$ cat src/rtl/sat_counter.sv
// Saturating up-counter with synchronous clear that wins over increment.
module sat_counter #(
    parameter int W = 16
) (
    input  logic         clk,
    input  logic         rst_n,
    input  logic         inc_i,
    input  logic         clr_i,
    output logic [W-1:0] cnt_o
);

    logic [W-1:0] cnt_q;

    always_ff @(posedge clk or negedge rst_n) begin
        if (!rst_n) begin
            cnt_q <= '0;
        end else if (clr_i) begin
            cnt_q <= '0;
        end else if (inc_i && (cnt_q != {W{1'b1}})) begin
            cnt_q <= cnt_q + 1'b1;
        end
    end

    assign cnt_o = cnt_q;

endmodule

$ cat config.mk
export PLATFORM = sky130hd
export DESIGN_NAME = sat_counter
export DESIGN_NICKNAME = d
export VERILOG_FILES = /design/src/rtl/sat_counter.sv
export SDC_FILE = /design/constraint.sdc
export NUM_CORES = 1
export LEC_CHECK = 0
export CORE_MARGIN = 2
export CORE_UTILIZATION = 47
export CTS_CLUSTER_DIAMETER = 40
export DETAILED_ROUTE_END_ITERATION = 12
export PLACE_DENSITY = 0.83
export SLEW_MARGIN = 20
export SYNTH_ARGS = -nofsm -noshare
export SYNTH_HDL_FRONTEND = slang
export SYNTH_SLANG_ARGS = --single-unit
$ cat constraint.sdc
create_clock -name clk -period 3.5 [get_ports clk]
set_input_delay 0.525 -clock clk [delete_from_list [all_inputs] [get_ports clk]]
set_output_delay 0.525 -clock clk [all_outputs]
set_load 0.01 [all_outputs]
==> flow_metrics.py <==
metrics = {
    "critical_path": {
        "cpMaxStageDelayCell": "nor4_4",
        "path_max_fanout": 19,
        "crit_required_ns": 3.67,
        "cp-end-kind": "flop",
        "cp.arrival_ns": 2.42,
        "crit_path_cell_trace": "ha_1 -> nand4_2 -> nor4_4 -> nor4_1 -> mux2_1",
        "critPathLaunchType": "flop",
        "max_stage_delay_ns": 0.80,
        "path_class": "flop to flop",
    },
    "cts": {
        "numCtsBuffers": 3,
        "cts_root_buf": "clkbuf_4",
        "cts_hold_buf": 0,
        "cts_num_sinks": 16,
        "clockBufferDepth": 2,
        "h-tree-depth": 1,
        "ctsResizeCount": 0,
        "clkTransAtPathRegs_ns": 0.10,
        "cts_tree": "built",
        "clock_latency_ns": 0.28,
        "postCtsSetupBuffers": 0,
    },
    "grt": {
        "grt_antenna_before_repair": 0,
        "grtUsageTotal_pct": 20.01,
        "grt_overflow": 0,
        "grt_pass1_wl_mm": 3.822,
        "grt_max_degree": 23,
        "grt_pass1_vias": 905,
    },
    "worst_hold_path": {
        "hold_path_class": "flop to flop",
    },
    "detailed_routing": {
        "routed_wl_mm": 2.157,
        "first_pass_iters": 4,
        "wl_met1_um": 889,
        "vias_per_cell": 6.105,
        "met3_length_um": 99,
        "vias": 873,
        "avgRoutedWirePerCell_um": 15.08,
        "ant_nets": 0,
        "maxUsedRoutingLayer": "met4",
        "drc_errors": 0,
        "drt_iter0_markers": 12,
        "dr_wl_met2_mm": 1.136,
    },
    "sta": {
        "setup_tns_ns": 0,
        "slew_violations": 0,
        "fin_crit_sh_pct": 64.12,
        "tightest_slew_ns": 0.8602,
        "worst_slack_ns": 1.256,
        "rsz0062_at_grt": "false",
        "hold_slack_ns": 0.5981,
        "finalClockSkew_ns": 0.004576,
        "hold_viol_final": 0,
        "setup_viol": 0,
        "slew_headroom_pct": 42.22,
        "min_period_ns": 2.244,
        "clock.fmax_mhz": 445.6,
    },
    "final_layout": {
        "multi_input_area_um2": 504.2,
        "final_layout_size_suffix_gt1_share_pct": 11.21,
        "area_growth_pct": 24.83,
        "fill_cells": 178,
        "diodes": 0,
        "fin_util_pct": 61.20,
        "largest_reg_flops": 16,
        "ff_latch_area_um2": 400.4,
        "nNetsFinal": 122,
    },
    "power": {
        "p_leak_nw": 0.4586,
        "power_density_nw_per_um2": 285.7,
        "vdd_ir_drop_max_mv": 0.2540,
        "share_comb_of_total_power_pct": 7.1,
        "intPower_w": 0.0002584,
        "clockPowerShare_pct": 36.7,
        "swShare_pct": 23.11,
        "switchingPower_w": 0.00007766,
        "seqPwrFrac_pct": 56.2,
    },
    "logic_synthesis": {
        "synth_flop_cell": "dfrtp_1",
        "synth_area_um2": 942.2,
        "netlist_top_cells_count": "dfrtp_1 (16), a21oi_1 (11), o31ai_1 (7), nand2_1 (6), nand4_1 (6)",
        "yosysTopAreaCell": "dfrtp_1",
        "synth_top_area_share_pct": 42.50,
        "yosysWarnings": 0,
        "synth_edf_count": 0,
        "synth.distinct_cells": 28,
        "synthArstFlopShare_pct": 100.0,
        "synth_nets": 103,
        "synth-seq-cells": 16,
        "yosysSeqAreaShare_pct": 42.50,
        "syn-instance-count": 98,
        "yosysMostFrequentCell": "dfrtp_1",
        "synthTopCellsByArea": "dfrtp_1 (42%), a21oi_1 (5.8%), o31ai_1 (5.6%)",
        "syn_area_per_cell_um2": 9.614,
    },
    "floorplanning": {
        "start_util_pct": 49.02,
        "core-area_um2": 1922,
        "rows": 16,
        "die_h_um": 48.77,
        "die_area_um2": 2379,
        "fp.dieW_um": 48.77,
        "ios": 20,
    },
    "placement": {
        "dpl_worst_slack_ns": 1.219,
        "hpwl_mm": 1.533,
        "gp_congestion": 0.8188,
        "portBuffers": 19,
    },
    "run": {
        "max_cap_violations": 0,
    },
    "status": {
        "status": "finished clean",
    },
}
worst max-delay path, delay by kind of cell (launching register included):
| family | cells | cell delay [ns] |
|---|---|---|
| DFF | 1 | 0.44 |
| adders and majority gates | 1 | 0.25 |
| muxes | 1 | 0.35 |
| and+or+nand+nor | 3 | 1.10 |
placed cells by master, fill, tap and decap left out, drive strengths merged, types with 2 or more instances in the layout:
cell and count:
inv 3, or4 7, and3 2, or3 3
nor2 4, nor4 5, o21ai 4, nand2 6
nand4 7, a21oi 11, mux2 4, o31ai 7
clkbuf 4, clkdlybuf4s50 19, and4 2, nand3 3
nor2b 4, dfrtp 16
kinds of logic after synthesis:
| logic type | Yosys count | synth area share (%) |
|---|---|---|
| DFF | 16 | 42.50 |
| and+or+nand+nor | 45 | 31.21 |
| AOI/OAI and AO/OA | 24 | 16.20 |
| muxes | 4 | 4.781 |
| adders and majority gates | 1 | 1.328 |
| buffers and inverters | 8 | 3.983 |
power by group through the flow:
stage | Combinational [W] | Sequential, W | Clock (W)
detailed placement | 0.0000241 | 0.000192 | 0
finish | 0.0000239 | 0.000189 | 0.000123
global route | 0.0000272 | 0.000189 | 0.000137
CTS | 0.0000242 | 0.000189 | 0.000125
floorplan | 0.0000104 | 0.000193 | 0
global placement | 0.0000226 | 0.000192 | 0
final cells by class:
cell class	count	share of cell area [%]
Tap cell	27	2.872
Timing Repair Buffer	19	16.17
Inverter	3	0.9574
Clock buffer	4	3.085
Multi-Input combinational cell	74	42.87
Sequential cell	16	34.04
routing by layer:
layer / up-vias / track usage [%]
li1: 421 / -
met3: 5 / 3.988
met4: 0 / 9.048
met1: 419 / 21.87
met2: 28 / 36.99
met5: - / 0
worst paths after layout:
kind | end | cells past startpoint | slack, ns | from
min | cnt_o[14] | 2 | 0.60 | cnt_o[14]
max | cnt_o[15] | 5 | 1.26 | cnt_o[0]
max reg2reg | cnt_o[15] | 5 | 1.26 | cnt_o[0]
min in group asynchronous | cnt_o[13] | 1 | 0.68 | rst_n
max in group asynchronous | cnt_o[2] | 1 | 2.34 | rst_n
min reg2reg | cnt_o[14] | 2 | 0.60 | cnt_o[14]
metrics by stage:
stage / power [W] / std cells / cell area, µm²
final: 0.0003361 / 143 / 1176
after global routing: 0.0003534 / 143 / 1176
after detailed placement: 0.0002163 / 139 / 1140
after CTS: 0.0003384 / 143 / 1176
after global placement: 0.0002148 / 139 / 1140
after floorplan: 0.0002032 / 98 / 942.2
Power figures use the tool's default switching activity.
